$ cat config.mk
export PLATFORM = sky130hd
export DESIGN_NAME = iir_out_fifo_flat
export DESIGN_NICKNAME = d
export VERILOG_FILES = /design/src/rtl/iir_out_fifo_pkg.sv /design/src/rtl/iir_out_fifo_if.sv /design/src/rtl/iir_out_fifo_sync_fifo.sv /design/src/rtl/iir_out_fifo.sv /design/src/flat_wrapper.sv
export SDC_FILE = /design/constraint.sdc
export NUM_CORES = 1
export LEC_CHECK = 0
export ABC_CLOCK_PERIOD_IN_PS = 6450
export BUFFER_PORTS_ARGS = -buffer_cell sky130_fd_sc_hd__buf_2
export CAP_MARGIN = 5
export CORE_MARGIN = 2
export CORE_UTILIZATION = 55
export CTS_CLUSTER_SIZE = 12
export DETAILED_ROUTE_END_ITERATION = 10
export GPL_TIMING_DRIVEN = 1
export PLACE_DENSITY = 0.85
export SYNTH_ARGS = -nofsm -noshare
export SYNTH_HDL_FRONTEND = slang
export SYNTH_SLANG_ARGS = --single-unit
$ cat constraint.sdc
create_clock -name clk -period 6.45 [get_ports clk]
set_input_delay 0 -clock clk [delete_from_list [all_inputs] [get_ports clk]]
set_output_delay 0 -clock clk [all_outputs]
set_load 0.1 [all_outputs]
$ cat src/rtl/iir_out_fifo_pkg.sv
// iir_pkg: Q-format constants shared by the IIR cascade and its output stage.
package iir_pkg;
  localparam int SAMP_WH = 3;
  localparam int SAMP_FR = 22;
  localparam int OUT_W = 16;
  localparam int SAMP_W = SAMP_WH + SAMP_FR;
  localparam int SH = SAMP_FR - (OUT_W - 1);
  localparam logic [OUT_W-1:0] SAT_MAX = {1'b0, {(OUT_W-1){1'b1}}};
  localparam logic [OUT_W-1:0] SAT_MIN = {1'b1, {(OUT_W-1){1'b0}}};
  typedef logic signed [SAMP_W-1:0] samp_t;
  typedef logic signed [OUT_W-1:0] word_t;
endpackage

$ cat src/rtl/iir_out_fifo_if.sv
// iir_out_fifo_if: valid/ready output stream of the IIR output stage.
interface iir_out_fifo_if #(parameter int W = iir_pkg::OUT_W);
  logic [W-1:0] out_data;
  logic out_valid;
  logic out_ready;
  modport master(output out_data, out_valid, input out_ready);
  modport slave(input out_data, out_valid, output out_ready);
endinterface

$ cat src/rtl/iir_out_fifo_sync_fifo.sv
// sync_fifo: first-word-fall-through FIFO with registered head word and drop reporting.
module sync_fifo #(
  parameter int W = 16,
  parameter int DEPTH = 8
) (
  input  logic                   clk,
  input  logic                   rst,
  input  logic                   i_push,
  input  logic [W-1:0]           i_wdata,
  input  logic                   i_pop,
  output logic [W-1:0]           o_rdata,
  output logic [$clog2(DEPTH):0] o_level,
  output logic                   o_empty,
  output logic                   o_drop
);
  localparam int AW = $clog2(DEPTH);
  logic [W-1:0] r_mem [DEPTH];
  logic [AW-1:0] r_wptr, r_rptr;
  logic [AW:0] r_level;
  logic [W-1:0] r_rdata;
  logic w_full, w_pop, w_push;
  always_comb begin
    o_empty = r_level == '0;
    w_full = r_level == (AW+1)'(DEPTH);
    w_pop = i_pop & ~o_empty;
    w_push = i_push & (~w_full | w_pop);
    o_drop = i_push & ~w_push;
    o_level = r_level;
    o_rdata = r_rdata;
  end
  always_ff @(posedge clk)
    if (w_push) r_mem[r_wptr] <= i_wdata;
  // Head word is registered so it can hold its last value once the FIFO empties.
  always_ff @(posedge clk) begin
    if (rst) begin
      r_wptr <= '0;
      r_rptr <= '0;
      r_level <= '0;
      r_rdata <= '0;
    end else begin
      if (w_push) r_wptr <= r_wptr + 1'b1;
      if (w_pop) r_rptr <= r_rptr + 1'b1;
      r_level <= r_level + (AW+1)'(w_push) - (AW+1)'(w_pop);
      if (w_pop)
        r_rdata <= (r_level == (AW+1)'(1)) ? (w_push ? i_wdata : r_rdata) : r_mem[r_rptr + 1'b1];
      else if (o_empty && w_push)
        r_rdata <= i_wdata;
    end
  end
endmodule

$ cat src/rtl/iir_out_fifo.sv
// iir_out_fifo: rounds/saturates the IIR cascade output to Q1.(OUT_W-1) and buffers it.
module iir_out_fifo #(
  parameter int SAMP_WH = iir_pkg::SAMP_WH,
  parameter int SAMP_FR = iir_pkg::SAMP_FR,
  parameter int OUT_W = iir_pkg::OUT_W,
  parameter int DEPTH = 8
) (
  input  logic                              clk,
  input  logic                              rst,
  input  logic                              din_stb,
  input  logic signed [SAMP_WH+SAMP_FR-1:0] din,
  iir_out_fifo_if.master                    out,
  output logic [$clog2(DEPTH):0]            level,
  output logic                              sat_flag,
  output logic                              ovf_flag,
  input  logic                              flag_clr
);
  localparam int SW = SAMP_WH + SAMP_FR;
  localparam int SH = SAMP_FR - (OUT_W - 1);
  localparam logic signed [SW:0] HALF = (SW+1)'(SH > 0 ? 2 ** (SH - 1) : 0);
  localparam logic signed [SW:0] HI = (SW+1)'(2 ** (OUT_W - 1) - 1);
  localparam logic signed [SW:0] LO = -HI - 1;
  logic signed [SW:0] w_sum, w_r;
  logic [OUT_W-1:0] w_q, r_q;
  logic w_hi, w_lo, w_empty, w_drop;
  logic r_qv, r_sat, r_ovf;
  // One guard bit keeps the rounding add from wrapping near full scale.
  always_comb begin
    w_sum = (SW+1)'(din) + HALF;
    w_r = w_sum >>> SH;
    w_hi = w_r > HI;
    w_lo = w_r < LO;
    w_q = w_hi ? {1'b0, {(OUT_W-1){1'b1}}} : w_lo ? {1'b1, {(OUT_W-1){1'b0}}} : w_r[OUT_W-1:0];
  end
  always_ff @(posedge clk) begin
    if (rst) begin
      r_qv <= 1'b0;
      r_sat <= 1'b0;
      r_ovf <= 1'b0;
    end else begin
      r_qv <= din_stb;
      if (din_stb) r_q <= w_q;
      r_sat <= (din_stb & (w_hi | w_lo)) | (r_sat & ~flag_clr);
      r_ovf <= w_drop | (r_ovf & ~flag_clr);
    end
  end
  sync_fifo #(.W(OUT_W), .DEPTH(DEPTH)) u_fifo (
    .clk(clk),
    .rst(rst),
    .i_push(r_qv),
    .i_wdata(r_q),
    .i_pop(out.out_ready),
    .o_rdata(out.out_data),
    .o_level(level),
    .o_empty(w_empty),
    .o_drop(w_drop)
  );
  assign out.out_valid = ~w_empty;
  assign sat_flag = r_sat;
  assign ovf_flag = r_ovf;
endmodule

$ cat src/flat_wrapper.sv
// flat-port wrapper written by rule: the top's interface ports become plain ports
module iir_out_fifo_flat 
#(
  parameter int SAMP_WH = iir_pkg::SAMP_WH,
  parameter int SAMP_FR = iir_pkg::SAMP_FR,
  parameter int OUT_W = iir_pkg::OUT_W,
  parameter int DEPTH = 8
)
  (clk, rst, din_stb, din, level, sat_flag, ovf_flag, flag_clr, out_out_data, out_out_valid, out_out_ready);
  iir_out_fifo_if #(.W(16)) out_i ();
  input  logic clk;
  input  logic rst;
  input  logic din_stb;
  input  logic signed [SAMP_WH+SAMP_FR-1:0] din;
  output logic [$clog2(DEPTH):0] level;
  output logic sat_flag;
  output logic ovf_flag;
  input  logic flag_clr;
  output wire logic [$bits(out_i.out_data)-1:0] out_out_data;
  output wire logic [$bits(out_i.out_valid)-1:0] out_out_valid;
  input wire logic [$bits(out_i.out_ready)-1:0] out_out_ready;
  assign out_out_data = out_i.out_data;
  assign out_out_valid = out_i.out_valid;
  assign out_i.out_ready = out_out_ready;
  iir_out_fifo #(.SAMP_WH(SAMP_WH), .SAMP_FR(SAMP_FR), .OUT_W(OUT_W), .DEPTH(DEPTH)) u_core (.clk(clk), .rst(rst), .din_stb(din_stb), .din(din), .out(out_i), .level(level), .sat_flag(sat_flag), .ovf_flag(ovf_flag), .flag_clr(flag_clr));
endmodule
# ---- After elaboration in Yosys (flattened, before gate mapping)
# Memory sizes are Yosys's and may differ from the RTL's.
# Index checks and enable logic that the tools add are counted.
dict set report op_classes {
  add_sub_neg 5
  muxes 7
  eq_ne 3
  bitwise_logic 15
  n_reduce_logical 5
  mul 0
  n_div 0
  n_shift 0
  magnitude_cmp 2
}
# operator n
set op_table {}
lappend op_table {{$mux W16} 5}
lappend op_table {{$add A25 B8 Y26 const B} 1}
lappend op_table {{$gt A19 B16 Y1 const B} 1}
lappend op_table {{$lt A19 B16 Y1 const B} 1}
lappend op_table {{$add A3 B1 Y3 const B} 2}
lappend op_table {{$and A1 B1 Y1} 6}
lappend op_table {{$not A1 Y1} 5}
lappend op_table {{$add A4 B1 Y4} 1}
lappend op_table {{$eq A4 B1 Y1 const B} 1}
lappend op_table {{$eq A4 B4 Y1 const B} 1}
lappend op_table {{$logic_not A4 Y1} 1}
lappend op_table {{$or A1 B1 Y1} 4}
lappend op_table {{$reduce_and A2 Y1} 2}
lappend op_table {{$sub A4 B1 Y4} 1}
lappend op_table {{$ne A3 B3 Y1 const B} 1}
lappend op_table {{$mux W1} 2}
lappend op_table {{$reduce_bool A2 Y1} 1}
lappend op_table {{$logic_and A1 B1 Y1} 1}
dict set report totals {
  wordCells 46
  reg_bits 45
  input_bits 30
  romBits 0
  mem_bits_rw 128
  n_memories 1
  out_inout_bits 23
  latch_bits 0
}
# memory depth word_bits rd rd_clocked_by_memory_dff write_ports line_no
set memory_table {}
lappend memory_table {u_core.u_fifo.r_mem 8 16 1 0 1 iir_out_fifo_sync_fifo.sv:17} ;# logic [W-1:0] r_mem [DEPTH];

# ---- Longest topological paths before layout
dict set report logic_depth {
  word_depth 8
  ltp_mapped 15
  depth_no_buf 13
}

# ---- By module
# From an unflattened synthesis, not the netlist that was laid out.
dict set report hier_totals {
  cells_unflattened 427
  hier_area_um2 7244.4
}
# mod area_each_um2 n_inst cells_each seq_area_each_um2
set modules_own_cells {}
lappend modules_own_cells {sync_fifo 6070.8 1 318 4364.2}
lappend modules_own_cells {iir_out_fifo 1173.6 1 109 540.5}

# ---- Worst setup path before layout
# Ideal clock, no wire load.
dict set report synth_path {
  kind {register to register}
  startpoint {reg u_core.u_fifo.r_level[2], in the netlist u_core.u_fifo.o_level[2]}
  endpoint {reg u_core.u_fifo.r_level[2], in the netlist u_core.u_fifo.o_level[2]}
  period_less_slack_ps 3969
  setup_time_ps 128
  arrival_ps 3841
  path_slack_ps 2481
  stages_incl_launch_ff 15
  cell_sequence {dfxtp_1 -> inv_1 -> ha_1 -> nand2b_1 -> or2_0 -> clkbuf_1 -> nand2_1 -> inv_1 -> ha_1 -> inv_1 -> ha_1 -> inv_1 -> fa_1 -> xor2_1 -> nor2_1}
}
dict set report synth_between {
  elab_chain_len 7
  elab_cells_between_ends 9
  classes_between {add/sub (2); eq/ne (1); bitwise (5); reduce/logical (1)}
}
# item line_no
set synth_lines {}
lappend synth_lines {{start: declaration} iir_out_fifo_sync_fifo.sv:19} ;# logic [AW:0] r_level;
lappend synth_lines {{start signal: assignment} iir_out_fifo_sync_fifo.sv:43} ;# r_level <= r_level + (AW+1)'(w_push) - (AW+1)'(w_pop);
lappend synth_lines {{$logic_not A4 Y1 *} iir_out_fifo_sync_fifo.sv:23} ;# o_empty = r_level == '0;
lappend synth_lines {{$not A1 Y1 *} n/a}
lappend synth_lines {{net out_out_valid} flat_wrapper.sv:20} ;# output wire logic [$bits(out_i.out_valid)-1:0] out_out_valid;
lappend synth_lines {{$and A1 B1 Y1 *} iir_out_fifo_sync_fifo.sv:25} ;# w_pop = i_pop & ~o_empty;
lappend synth_lines {{net u_core.u_fifo.w_pop} iir_out_fifo_sync_fifo.sv:21} ;# logic w_full, w_pop, w_push;
lappend synth_lines {{$or A1 B1 Y1} iir_out_fifo_sync_fifo.sv:26} ;# w_push = i_push & (~w_full | w_pop);
lappend synth_lines {{$and A1 B1 Y1} iir_out_fifo_sync_fifo.sv:26}
lappend synth_lines {{$add A4 B1 Y4} iir_out_fifo_sync_fifo.sv:43}
lappend synth_lines {{$sub A4 B1 Y4 *} iir_out_fifo_sync_fifo.sv:43}
# Mark *: on every way through the listed nets, which the timed path passes. The rest lies on a longest branch.
# A chain may end at the register's enable or synchronous reset.

# ---- Worst setup path in the final report
dict set report layout_path {
  startpoint {reg u_core.u_fifo.r_level[2], in the netlist u_core.u_fifo.o_level[2]}
  endpoint {reg u_core.u_fifo.r_rdata[10], in the netlist u_core.u_fifo.o_rdata[10]}
}
dict set report layout_between {
  elab_chain_len 8
  elab_cells_between_ends 14
  classes_between {eq/ne (3); mux (2); bitwise (5); reduce/logical (4)}
}
# item line_no
set layout_lines {}
lappend layout_lines {{$logic_not A4 Y1} iir_out_fifo_sync_fifo.sv:23}
lappend layout_lines {{$not A1 Y1} iir_out_fifo_sync_fifo.sv:25}
lappend layout_lines {{$and A1 B1 Y1} iir_out_fifo_sync_fifo.sv:25}
lappend layout_lines {{$or A1 B1 Y1} iir_out_fifo_sync_fifo.sv:26}
lappend layout_lines {{$and A1 B1 Y1} iir_out_fifo_sync_fifo.sv:26}
lappend layout_lines {{$logic_and A1 B1 Y1} iir_out_fifo_sync_fifo.sv:46} ;# else if (o_empty && w_push)
lappend layout_lines {{$reduce_bool A2 Y1 (no line)} n/a}
lappend layout_lines {{$reduce_and A2 Y1 (no line)} n/a}
lappend layout_lines {{end signal: assignment} iir_out_fifo_sync_fifo.sv:45} ;# r_rdata <= (r_level == (AW+1)'(1)) ? (w_push ? i_wdata : r_rdata) : r_mem[r_rptr + 1'b1];
lappend layout_lines {{end signal: assignment} iir_out_fifo_sync_fifo.sv:47} ;# r_rdata <= i_wdata;
lappend layout_lines {{end: declaration} iir_out_fifo_sync_fifo.sv:20} ;# logic [W-1:0] r_rdata;
# Parallel ways exist; a longest one is shown, timed or not.

==> run metrics <==
cell leakage power=0.00279 uW; overall via count from detail_route=4156; number of distinct library cell variants in the gate-level netlist after synthesis=50; initial core utilization=between 50% and 60%; actual transition at the worst max-transition pin=1.13 ns; EDFF count, synth=144; total count of max-transition violations in the final report=0; share of cells above drive strength 1=26.0%; Synth top cells by count=144 x sky130_fd_sc_hd__edfxtp_1, 33 x sky130_fd_sc_hd__nor2_1, 32 x sky130_fd_sc_hd__mux4_2, 29 x sky130_fd_sc_hd__dfxtp_1, 25 x sky130_fd_sc_hd__a21oi_1; Synth Area in Compound Gates=7.34%; critical-path maximum fanout=16; number of buffers on the longest clock path=2; number of top-level design ports=53; Avg Inst Size Synth=~16 um2; proportion of synthesized area in mux cells=12.2%; global placement routability congestion=0.894; setup violation total in the final timing report=0; RSZ-0062 raised after global routing=no; count of synthesis-stage warnings from yosys=0; combinational family with the most area after synthesis=multiplexers; combined buffer and inverter count along the critical path=3; startpoint of the worst register-to-register path=u_core.u_fifo.o_level[2]; Slew headroom=24.6%; via count normalized by instance count=5.95; max-cap viol count=0; post-synthesis simple-gate area fraction=6.40%; Std-Cell Rows=42; iteration-0 DRC count of the detailed router=424; area share of xor/xnor cells in the synthesized design=under 10%; Initial DRT Pass Iterations=4; initial antenna violation count=0; outcome=finished, final reports clean; register clock-pin slew on the reported worst setup and hold paths=0.06 ns; root buffer selected by CTS=sky130_fd_sc_hd__clkbuf_16; die outline width=119 um; via count of the first global-routing pass=4204; most numerous cell on the critical path=sky130_fd_sc_hd__inv_1; peak supply drop=0.211 mV; ys async rst share=0%; number of post-CTS setup repair buffers=0; Main synth FF type=sky130_fd_sc_hd__edfxtp_1; residual antenna-violating net count after detailed routing=0; leftover overflow at the end of global routing=0; final non-filler cell total=699; Chip Height=119 um; post-synth top area share=approximately three fifths; Syn Nets=497; wire length of the first global-routing pass=22.3 mm; total of fill cells in the finished design=912; crit-path cells=inv_1 -> ha_1 -> inv_1 -> o41ai_4 -> ha_1 -> inv_1 -> a21oi_1 -> o22ai_1 -> nor2_2 -> o2bb2ai_1; register area share after synthesis=between 60 and 70%; FF+latch count, synth=173; worst-path cell with the longest stage delay=sky130_fd_sc_hd__o41ai_4; Num CTS Buffers=17; area leader, netlist=sky130_fd_sc_hd__edfxtp_1; critical hold path startpoint=din[20]; delay contributed by the slowest stage of the critical path=0.80 ns; Final #Nets=550; post-synthesis adder-cell area fraction=~1.8%; power density normalized to cell area=420 nW/um2; number of cells produced by synthesis=around 460; worst endpoint data arrival time=3.50 ns; maximum number of pins on one net before global-route repair=35; clock insertion delay at the later pin of the skew report=0.43 ns; core area=13100 um2; CP endpoint kind=flip-flop; final period utilization=49.1%; final antenna diode count=0; detailed placement HPWL=between 8 and 9 mm; cell area after synthesis=7300 um2; CTS sink count=173; Setup crit start=u_core.u_fifo.o_level[2]; Synth area leaders=sky130_fd_sc_hd__edfxtp_1 59%, sky130_fd_sc_hd__mux4_2 9.9%, sky130_fd_sc_hd__dfxtp_1 8.0%; clock tree from TritonCTS=done; Crit path max-delay family=compound AO/OA/AOI/OAI gates; total number of H-tree levels=4; post-route clock skew=0.0105 ns; GRT Total Usage=21.3%; die area=14200 um2; cell with the most instances after synthesis=sky130_fd_sc_hd__edfxtp_1; Worst EP required=~6.8 ns; quantity of I/O buffers inserted on ports=46; CP startpoint kind=flip-flop; setup slack of the most critical reg-to-reg path=3.28 ns; fin crit period=around 3.2 ns; fmax=316 MHz; setup TNS after final layout=0 ns; count of placed standard cells including taps=662; Final Hold Violating Endpoints=0; routed length per instance=just over 20 um; P&R area growth vs syn=15.0%; DRC errors left=0; total length of routed wires=14.2 mm; Crit Path Category=reg2reg; class of the tightest hold or removal check=in2reg
## power breakdown
part           internal [uW]  switching [uW]
registers               1300            65.5
clock network            653             387
logic                    355             760
## tightest hold or removal path: cells and delay by family
family | cells | cell delay [ns]
AO/OA/AOI/OAI | 1 | 0.13
buffers and inverters | 1 | 0.11
XOR/XNOR | 1 | 0.09
## stage by stage
stage                     setup WS [ns]  total power [uW]  hold slack (ns)  utilization, %  cell area, um2
after global placement             3.49              2460            0.289            59.2            7740
after CTS                          3.29              3540         0.000596            64.1            8390
after floorplan                    2.48              2290           0.0716               -            7300
after detailed placement           3.35              2500            0.296            59.2            7740
after global routing               3.05              3660           0.0250            64.1            8390
final                              3.28              3520          0.00767            64.1            8390
## cell usage in the layout (no fill, tap or decap), types with 17 or more instances in the layout
master                      synthesis  final
sky130_fd_sc_hd__dfxtp_1           29     28
sky130_fd_sc_hd__edfxtp_1         144    144
sky130_fd_sc_hd__nor2_1            33     30
sky130_fd_sc_hd__buf_2              8     46
sky130_fd_sc_hd__mux2i_1           17     17
sky130_fd_sc_hd__inv_1             19     19
sky130_fd_sc_hd__clkbuf_16          0     17
sky130_fd_sc_hd__a21oi_1           25     25
sky130_fd_sc_hd__mux4_2            32     32
## routing by layer
metal	global-route usage, %	vias up	part of all wire (%)
met5	0	-	0
met4	6.92	0	1.5
met3	5.03	23	6.5
met2	36.0	186	51
met1	27.3	2067	41
li1	-	1880	-
## final timing paths
path	to	cells after the start
worst min register to register	u_core.u_fifo.o_rdata[0]	1
worst min-delay path	u_core.r_q[13]	3
worst max-delay path	u_core.u_fifo.o_rdata[10]	10
worst max register to register	u_core.u_fifo.o_rdata[10]	10
## cell families after synthesis
logic type      count (synthesis)
compound gates                 71
buf+inv                        41
simple gates                   92
xor+xnor                       21
mux                            49
fa+ha+maj                      10
flops                         173
## repair_timing
action	CTS	global route
resized for setup	0	0
hold endpoints to repair	13	0
hold buffers	5	0
## final cells by class
cell class | instances | area, um2 | area share (%)
Sequential cell | 173 | 4910 | 58.5
Multi-Input combinational cell | 243 | 2280 | 27.1
Clock buffer | 23 | 458 | 5.46
Timing Repair Buffer | 56 | 318 | 3.79
Tap cell | 176 | 220 | 2.62
Clock inverter | 9 | 143 | 1.70
Inverter | 19 | 71.3 | 0.850
## state kept, by name, indices dropped and copies added (netlist names)
name / cells
u_core.u_fifo.o_level: 4
u_core.r_qv: 1
u_core.u_fifo.r_wptr: 3
u_core.u_fifo.r_mem: 128
u_core.u_fifo.r_rptr: 3
u_core.u_fifo.o_rdata: 16
u_core.ovf_flag: 1
u_core.r_q: 16
u_core.sat_flag: 1
Note: power is estimated with default switching activity, not from simulation.
